<file path="config.mk">
export PLATFORM = sky130hd
export DESIGN_NAME = dg0045_rom_fetch
export DESIGN_NICKNAME = d
export VERILOG_FILES = /design/src/rtl/dg0045_pkg.sv /design/src/rtl/dg0045_rom_fetch.sv
export SDC_FILE = /design/constraint.sdc
export NUM_CORES = 1
export LEC_CHECK = 0
export CAP_MARGIN = 0
export CORE_ASPECT_RATIO = 1.25
export CORE_MARGIN = 4
export CORE_UTILIZATION = 37
export DETAILED_ROUTE_END_ITERATION = 10
export PLACE_DENSITY_LB_ADDON = 0.25
export SYNTH_ARGS = -nofsm -noshare
export SYNTH_HDL_FRONTEND = slang
export SYNTH_SLANG_ARGS = --single-unit
</file>
<file path="constraint.sdc">
create_clock -name clk -period 2.05 [get_ports clk]
set_input_delay 0.3075 -clock clk [delete_from_list [all_inputs] [get_ports clk]]
set_output_delay 0.3075 -clock clk [all_outputs]
set_load 0.02 [all_outputs]
</file>
<file path="src/rtl/dg0045_pkg.sv">
// dg0045_pkg: phase constants, fetch FSM states and the PL polynomial successor shared by core, fetch stage and ROM model
package dg0045_pkg;
  localparam int PH_FETCH = 0;
  localparam int PH_CHECK = 3;
  localparam int PH_LO_SAMPLE = 6;
  localparam int PH_HI_SAMPLE = 7;
  typedef enum logic [1:0] {ST_IDLE, ST_WAIT, ST_DONE, ST_LATE} fetch_st_e;
  function automatic logic [5:0] pl_next(input logic [5:0] pl);
    return {pl[0] ~^ pl[1], pl[5:1]};
  endfunction
endpackage

</file>
<file path="src/rtl/dg0045_rom_fetch.sv">
// dg0045_rom_fetch: rebuilds the core PC from PC_HL/PC_MUX, prefetches the predicted next byte from ROM
// and holds it on ui_in across the core's phase-4 latch edge.
module dg0045_rom_fetch
  import dg0045_pkg::*;
#(
  parameter int DEADLINE_PHASE = 3,
  parameter logic [7:0] NOP_BYTE = 8'h00,
  parameter int LATE_CNT_W = 8
) (
  input  logic clk,
  input  logic rst_n,
  input  logic [4:0] pc_hl,
  output logic pc_mux,
  output logic rom_req,
  output logic [9:0] rom_addr,
  input  logic rom_ack,
  input  logic [7:0] rom_data,
  output logic [7:0] instr_out,
  output logic fetch_late,
  output logic pred_miss,
  output logic [LATE_CNT_W-1:0] late_count
);
  logic [2:0] phase_q, phase_d;
  fetch_st_e st_q, st_d;
  logic [4:0] lo_q, lo_d;
  logic [9:0] addr_q, addr_d;
  logic [7:0] instr_q, instr_d;
  logic late_q, late_d, miss_q, miss_d;
  logic [LATE_CNT_W-1:0] cnt_q, cnt_d;
  logic ack_ok, deadline;
  always_comb begin
    phase_d = phase_q + 3'd1;
    ack_ok = st_q == ST_WAIT && rom_ack;
    deadline = st_q == ST_WAIT && !rom_ack && phase_q == 3'(DEADLINE_PHASE - 1);
    st_d = st_q;
    addr_d = addr_q;
    instr_d = instr_q;
    late_d = late_q;
    cnt_d = cnt_q;
    lo_d = phase_q == 3'(PH_LO_SAMPLE) ? pc_hl : lo_q;
    miss_d = miss_q | (phase_q == 3'(PH_CHECK) && pc_hl != addr_q[4:0]);
    if (ack_ok) begin
      st_d = ST_DONE;
      instr_d = rom_data;
    end else if (deadline) begin
      st_d = ST_LATE;
      late_d = 1'b1;
      cnt_d = &cnt_q ? cnt_q : cnt_q + 1'b1;
    end
    if (phase_d == 3'(PH_HI_SAMPLE) && st_q != ST_WAIT) st_d = ST_IDLE;
    // The high half is on pc_hl during this very cycle, so it feeds the address directly
    if (phase_d == 3'(PH_FETCH)) begin
      st_d = ST_WAIT;
      addr_d = {pc_hl[4:1], pl_next({pc_hl[0], lo_q})};
      instr_d = NOP_BYTE;
    end
  end
  always_ff @(posedge clk) begin
    if (!rst_n) begin
      phase_q <= 3'(PH_FETCH);
      st_q <= ST_WAIT;
      lo_q <= '0;
      addr_q <= {4'h0, pl_next(6'h00)};
      instr_q <= 8'h00;
      late_q <= 1'b0;
      miss_q <= 1'b0;
      cnt_q <= '0;
    end else begin
      phase_q <= phase_d;
      st_q <= st_d;
      lo_q <= lo_d;
      addr_q <= addr_d;
      instr_q <= instr_d;
      late_q <= late_d;
      miss_q <= miss_d;
      cnt_q <= cnt_d;
    end
  end
  // Reset starts in WAIT on the PC=0 successor, so the first phase 0 after release already requests 0x020
  assign pc_mux = phase_q == 3'(PH_HI_SAMPLE);
  assign rom_req = rst_n && st_q == ST_WAIT;
  assign rom_addr = rst_n ? addr_q : '0;
  assign instr_out = instr_q;
  assign fetch_late = late_q;
  assign pred_miss = miss_q;
  assign late_count = cnt_q;
endmodule

</file>
==> Implementation_results.wiki, run 1 <==
{| class="wikitable"
! Metric !! Value
|-
| Outcome || completed
|-
| Detailed-route wire length per cell || 11.6 um
|-
| Final design instance area without fill || 2290 um2
|-
| Clock tree root buffer cell || clkbuf_8
|-
| Routability congestion estimate || 0.811
|-
| Initial cell density of the core || 37.9%
|-
| Cells along the critical path || ha_1 -> ha_1 -> clkdlybuf4s50_1
|-
| Ys Warns || 0
|-
| Worst clock skew on the final layout || 0.00656 ns
|-
| Critical path peak fanout || 4
|-
| Number of antenna violations at the first check in global routing || 0
|-
| Maximum cell stage delay along the critical path || 0.60 ns
|-
| Area enclosed by the die boundary || 5650 um2
|-
| Fmax achieved || 518 MHz
|-
| Category of the worst setup path launch point || register
|-
| Chip Height || 83.0 um
|-
| Sequential-to-total area share from yosys stat || 45.7%
|-
| Share of the clock period used by the worst path || 94.2%
|-
| Reg-to-reg setup timing slack || 0.18 ns
|-
| Destination of the worst register-to-register timing path || late_count[7]$_SDFFE_PN0P_
|-
| Cell area power density || 708 nW/um2
|-
| Hold endpoint || addr_q[7]$_SDFFE_PN0P_
|-
| Worst reg2reg path startpoint || phase_q[0]$_SDFF_PN0_
|-
| Max-cap violation count || 0
|-
| PortBufs || 45
|-
| Number of hold-slack violations in the final timing report || 0
|-
| Data required time at the worst endpoint || 1.74 ns
|-
| Syn_nets || 211
|-
| Crit path arrival time || 1.62 ns
|-
| Clock period minus final worst setup slack || 1.93 ns
|-
| Register-to-Register Path Depth || 6
|-
| Capturing element type of the critical path || primary output
|-
| Count of buffers added by post-CTS timing repair for setup || 0
|-
| Core region area || 4390 um2
|-
| Fraction of layout instances using a drive strength above 1 || 6.67%
|-
| Total placed instance area || 2200 um2
|-
| Signed area change from the synthesized netlist to the final layout || 37.8%
|-
| Core Rows || 27
|-
| Library cells used by synthesis || 37
|-
| Initial drt markers || 57
|-
| Source-to-sink clock delay at the later pin of the worst-skew pair || 0.29 ns
|-
| Lkg Pwr || 0.964 nW
|-
| Routed wire length || 3440 um
|-
| Worst slew margin relative to its limit || 63.9%
|-
| Total met3 wirelength after detailed routing || 250 um
|-
| Gate count of the mapped netlist || 189
|-
| Vias after detailed routing || 1392
|-
| Number of ports placed on the die boundary || 46
|-
| Number of global-route vias before repair || 1343
|-
| Vias per cell || 4.67
|-
| Tot GR Track Use || 13.4%
|-
| Average footprint of a synthesized cell || 8.81 um2
|-
| Total met2 wirelength after detailed routing || 1540 um
|-
| Wire length on met1 || 1580 um
|-
| Worst Max-Slew Pin Slew || 0.533 ns
|-
| Clock tree from TritonCTS || built
|-
| Clock transition at the registers of the reported paths || 0.07 ns
|-
| Cell type contributing the most total cell area after synthesis || dfxtp_1
|-
| Antenna Violating Nets Remaining || 0
|-
| Wire length of the first global-routing pass || 5800 um
|-
| HPWL reported at the end of detailed placement || 2570 um
|-
| Cell with the largest stage delay on the worst path || clkdlybuf4s50_1
|-
| Number of clock buffers inserted by TritonCTS || 5
|-
| Largest net degree at the start of global routing || 25
|-
| Synthesized cell area || 1670 um2
|-
| Number of antenna repair diodes || 0
|-
| Detailed Routing Iterations Pass 1 || 4
|-
| Startpoint of the tightest hold check path || addr_q[7]$_SDFFE_PN0P_
|-
| Final #Nets || 261
|-
| Max layer used || met4
|-
| Total gr overflow || 0
|-
| Flip-flop and latch count after synthesis || 38
|-
| Most frequent CP cell || ha_1
|-
| Total number of clock tree sinks || 38
|-
| Final-report setup violation count || 0
|-
| Number of filler instances in the final layout || 446
|-
| Depth of the CTS H-tree || 2
|-
| Dominant cells by area after synthesis || dfxtp_1 46%, nand2_1 7.2%, mux2i_1 6.0%, a21oi_1 4.8%, and2_1 4.5%
|-
| Peak VDD IR || 0.442 mV
|-
| Buffer levels on the longest clock path || 2
|-
| DIE WIDTH || 68.0 um
|-
| Number of slew-limit violations in the final report || 0
|-
| DRC violations left || 0
|-
| Overall power after layout || 1.63 mW
|-
| Setup repair after global routing missed its margin || no
|-
| Share of Yosys cell area claimed by the top area cell type || 45.7%
|-
| Startpoint-to-endpoint class of the critical path || register to primary output
|-
| Hold depth || 2
|-
| Utilization of the core after routing || 52.3%
|-
| Hold WC Path Type || register to register
|}
logic make-up (layout without fill, tap and decap cells):
kind of cell | after synthesis | count (layout) | synth area share (%)
AO/OA/AOI/OAI | 29 | 29 | 10.9
XOR/XNOR | 8 | 8 | 4.21
adder cells (fa/ha/maj) | 6 | 6 | 4.51
buffers and inverters | 16 | 67 | 4.13
flip-flops | 38 | 38 | 45.7
multiplexers | 10 | 10 | 6.01
AND/OR/NAND/NOR | 82 | 82 | 24.6
worst max-delay path by stage:
stage | start | to | slack, ns | cells past startpoint
after floorplan | phase_q[0]$_SDFF_PN0_ | late_count[7]$_SDFFE_PN0P_ | 0.20 | 7
after global placement | rst_n | rom_req | -0.05 | 4
after detailed placement | rst_n | rom_req | -0.04 | 4
after CTS | phase_q[2]$_SDFF_PN0_ | pc_mux | 0.09 | 3
after global routing | phase_q[0]$_SDFF_PN0_ | pc_mux | 0.02 | 3
final | phase_q[0]$_SDFF_PN0_ | pc_mux | 0.12 | 3
what timing repair did:
item,CTS,global route
endpoints found under the setup margin,11,0
hold buffers,0,0
resized for setup,11,0
per-layer routing:
layer  global-route usage (%)  vias up
li1                         -      740
met1                     14.9      605
met2                     21.0       40
met3                     5.68        7
met4                     7.05        0
met5                        0        -
power by group:
part	internal [mW]	switching, mW
Combinational	0.112	0.110
Clock	0.364	0.249
Sequential	0.768	0.0228
cell usage after synthesis:
cell and n:
dfxtp_1 38, nand2_1 32, nor2_1 18, a21oi_1 16, and2_1 12, mux2i_1 10
clkbuf_1 8, nand3_1 8, ha_1 6, inv_1 5, xnor2_1 5, xor2_1 3
a211oi_1 2, nor3_1 2, o21ai_0 2, a21o_1 1, a41o_1 1, a41oi_1 1
and3_1 1, and4_1 1, buf_2 1, buf_6 1, clkinv_1 1, nand2b_1 1
nand3b_1 1, nand4bb_4 1, nor3b_1 1, nor4_1 1, nor4b_1 1, o211a_1 1
o211ai_1 1, o21bai_1 1, o311ai_0 1, o31ai_1 1, o41ai_1 1, or3_1 1
or4_4 1
sequential cells by signal, indices dropped and copies added (netlist names):
signal and flops:
phase_q 3, addr_q 10, instr_out 8, late_count 8, st_q 2, lo_q 5, fetch_late 1, pred_miss 1
metrics by stage:
stage	instances	TNS [ns]	hold WS [ns]	setup slack [ns]
2_1_floorplan	189	0	0.432	0.198
3_3_place_gp	290	-0.186	0.439	-0.0474
3_5_place_dp	290	-0.0722	0.443	-0.0376
4_1_cts	298	0	0.453	0.0870
5_1_grt	298	0	0.469	0.0213
6_report	298	0	0.451	0.119
layout make-up:
type | instances | area, um2 | share of cell area (%)
multi-input combinational | 135 | 836 | 36.4
timing repair buffer | 53 | 497 | 21.6
sequential | 38 | 761 | 33.2
clock buffer | 7 | 76.3 | 3.33
clock inverter | 1 | 30.0 | 1.31
inverter | 6 | 22.5 | 0.981
tap | 58 | 72.6 | 3.16
worst max-delay path, delay by kind of cell (launching register included):
| kind | cells | cell delay (ns) |
|---|---|---|
| flip-flops | 1 | 0.38 |
| adder cells (fa/ha/maj) | 2 | 0.35 |
| buffers and inverters | 1 | 0.60 |
layout by cell type (no fill, tap or decap), types with 2 or more instances in the layout:
master           instances
a211oi_1                 2
a21oi_1                 16
and2_1                  12
buf_4                    8
clkbuf_1                 2
clkbuf_8                 5
clkdlybuf4s50_1         34
dfxtp_1                 38
dlygate4sd2_1           11
ha_1                     6
inv_1                    5
mux2i_1                 10
nand2_1                 32
nand3_1                  8
nor2_1                  18
nor3_1                   2
o21ai_0                  2
xnor2_1                  5
xor2_1                   3
(Power assumes the default switching activity.)
==> run 2: changes to the inputs <==
SETUP_SLACK_MARGIN = 0.1   (was not set)
==> run 2 against run 1 <==
Non-clock buffer count unchanged. Die area unchanged. Cell area about the same. Wire length unchanged. Critical path type is now register to register. Combinational power about the same. Largest cell class unchanged. Sequential cell count unchanged. Clock power about the same. Setup slack improved by 0.087 ns. Core utilization about the same. Global-route usage unchanged. Clock skew unchanged.
==> Implementation_results.wiki, run 2 (synthesis results as in run 1) <==
{| class="wikitable"
! Metric !! Value
|-
| Outcome || completed
|-
| Final cell count without fillers || 298 (unchanged)
|-
| Signed area change from the synthesized netlist to the final layout || 37.9% (about the same)
|-
| Total gr overflow || 0 (unchanged)
|-
| Cells along the critical path || inv_1 -> ha_2 -> nand4bb_4 -> or4_4 -> o311ai_0 -> o41ai_1
|-
| Maximum cell stage delay along the critical path || 0.55 ns (-0.05 ns)
|-
| Cell area power density || 708 nW/um2 (about the same)
|-
| Worst clock skew on the final layout || 0.00656 ns (unchanged)
|-
| Number of slew-limit violations in the final report || 0 (unchanged)
|-
| Hold depth || 2 (unchanged)
|-
| Worst Max-Slew Pin Slew || 0.533 ns (unchanged)
|-
| Wire length of the first global-routing pass || 5800 um (unchanged)
|-
| Count of buffers added by post-CTS timing repair for setup || 0 (unchanged)
|-
| Overall power after layout || 1.63 mW (about the same)
|-
| Core region area || 4390 um2 (unchanged)
|-
| Number of antenna repair diodes || 0 (unchanged)
|-
| Crit path arrival time || 2.01 ns (+0.39 ns)
|-
| Clock transition at the registers of the reported paths || 0.07 ns (about the same)
|-
| Vias per cell || 4.67 (unchanged)
|-
| Initial drt markers || 57 (unchanged)
|-
| Routed wire length || 3440 um (unchanged)
|-
| Largest net degree at the start of global routing || 25 (unchanged)
|-
| Clock tree from TritonCTS || built
|-
| Peak VDD IR || 0.442 mV (about the same)
|-
| Detailed-route wire length per cell || 11.6 um (unchanged)
|-
| Number of antenna violations at the first check in global routing || 0 (unchanged)
|-
| Category of the worst setup path launch point || register
|-
| Vias after detailed routing || 1392 (unchanged)
|-
| Clock tree root buffer cell || clkbuf_8
|-
| Routability congestion estimate || 0.811 (unchanged)
|-
| Core Rows || 27 (unchanged)
|-
| DIE WIDTH || 68.0 um (unchanged)
|-
| Chip Height || 83.0 um (unchanged)
|-
| Top library cells by usage in the layout, fill and taps aside || 38 x dfxtp_1, 33 x clkdlybuf4s50_1, 32 x nand2_1
|-
| Share of the clock period used by the worst path || 89.9% (-4.3 points)
|-
| Number of global-route vias before repair || 1343 (unchanged)
|-
| Number of clock buffers inserted by TritonCTS || 5 (unchanged)
|-
| Final-report setup violation count || 0 (unchanged)
|-
| Detailed Routing Iterations Pass 1 || 4 (unchanged)
|-
| Number of filler instances in the final layout || 447 (+0.22%)
|-
| Hold WC Path Type || register to register
|-
| DRC violations left || 0 (unchanged)
|-
| Lkg Pwr || 0.967 nW (+0.33%)
|-
| Most flop-heavy register || addr_q
|-
| Worst slew margin relative to its limit || 63.9% (unchanged)
|-
| Data required time at the worst endpoint || 2.21 ns (+0.47 ns)
|-
| Cell with the largest stage delay on the worst path || or4_4
|-
| Capturing element type of the critical path || register
|-
| Utilization of the core after routing || 52.3% (about the same)
|-
| PortBufs || 45 (unchanged)
|-
| HPWL reported at the end of detailed placement || 2570 um (unchanged)
|-
| Antenna Violating Nets Remaining || 0 (unchanged)
|-
| Max-cap violation count || 0 (unchanged)
|-
| Dpl cells || 290 (unchanged)
|-
| Number of ports placed on the die boundary || 46 (unchanged)
|-
| Final #Nets || 261 (unchanged)
|-
| Reg-to-reg setup timing slack || 0.21 ns (+0.03 ns)
|-
| Source-to-sink clock delay at the later pin of the worst-skew pair || 0.29 ns (about the same)
|-
| Buffer levels on the longest clock path || 2 (unchanged)
|-
| Setup repair after global routing missed its margin || no
|-
| Fraction of layout instances using a drive strength above 1 || 7.08% (+0.42 points)
|-
| Fmax achieved || 542 MHz (+4.7%)
|-
| Register-to-Register Path Depth || 6 (unchanged)
|-
| Number of hold-slack violations in the final timing report || 0 (unchanged)
|-
| Flip-flop count of the largest register, all copies and words added || 10 (unchanged)
|-
| Commonest non-fill, non-tap cell in the layout || dfxtp_1
|-
| Tot GR Track Use || 13.4% (unchanged)
|-
| Startpoint-to-endpoint class of the critical path || register to register
|-
| Critical path peak fanout || 5 (+1)
|-
| Initial cell density of the core || 37.9% (unchanged)
|-
| Area enclosed by the die boundary || 5650 um2 (unchanged)
|-
| Clock period minus final worst setup slack || 1.84 ns (-0.0874 ns)
|-
| Depth of the CTS H-tree || 2 (unchanged)
|-
| Total number of clock tree sinks || 38 (unchanged)
|}
==> run 2: cell types whose count changed in the layout (fill, tap and decap cells not counted), sizes merged <==
cell / delta
dlygate4sd2: +1
clkdlybuf4s50: -1
==> run 2: final cells by class <==
type                            instances  area [um2]  share of cell area [%]
Sequential cell                        38         761                    33.1
Inverter                                6        22.5                   0.981
Tap cell                               58        72.6                    3.16
Clock buffer                            7        76.3                    3.32
Clock inverter                          1        30.0                    1.31
Multi-Input combinational cell        135         838                    36.5
Timing Repair Buffer                   53         495                    21.6
==> run 2: metal layers <==
layer  part of all wire, %  vias up  global-route usage (%)  wire length, um
li1                      -      740                       -                -
met1                    46      605                    14.9             1580
met2                    45       40                    21.0             1540
met3                   7.3        7                    5.68              250
met4                   2.1        0                    7.05               73
met5                     0        -                       0                0
==> run 2: through the flow <==
stage	setup slack, ns	area [um2]	TNS, ns	hold slack (ns)
2_1_floorplan	0.198	1670	0	0.432
3_3_place_gp	-0.0474	2200	-0.186	0.439
3_5_place_dp	-0.0376	2200	-0.0722	0.443
4_1_cts	0.171	2290	0	0.453
5_1_grt	0.108	2300	0	0.469
6_report	0.206	2300	0	0.451
==> run 2: where the power goes <==
group	internal, mW	switching, mW
Combinational	0.112	0.110
Sequential	0.768	0.0229
Clock	0.364	0.249
==> run 2: final timing paths <==
check,from,endpoint
max,phase_q[0]$_SDFF_PN0_,late_count[7]$_SDFFE_PN0P_
max reg2reg,phase_q[0]$_SDFF_PN0_,late_count[7]$_SDFFE_PN0P_
min,addr_q[7]$_SDFFE_PN0P_,addr_q[7]$_SDFFE_PN0P_
min reg2reg,addr_q[7]$_SDFFE_PN0P_,addr_q[7]$_SDFFE_PN0P_
==> run 2: critical path, delay by kind of cell (launching register included) <==
kind | cells | cell delay [ns]
compound gates | 2 | 0.40
fa+ha+maj | 1 | 0.21
buf+inv | 1 | 0.07
flops | 1 | 0.34
simple gates | 2 | 0.69
==> run 2: what timing repair did <==
item / CTS / global route
setup endpoints to repair: 12 / 2
resized for setup: 12 / 1
pin swaps: 0 / 0
hold buffers: 0 / 0
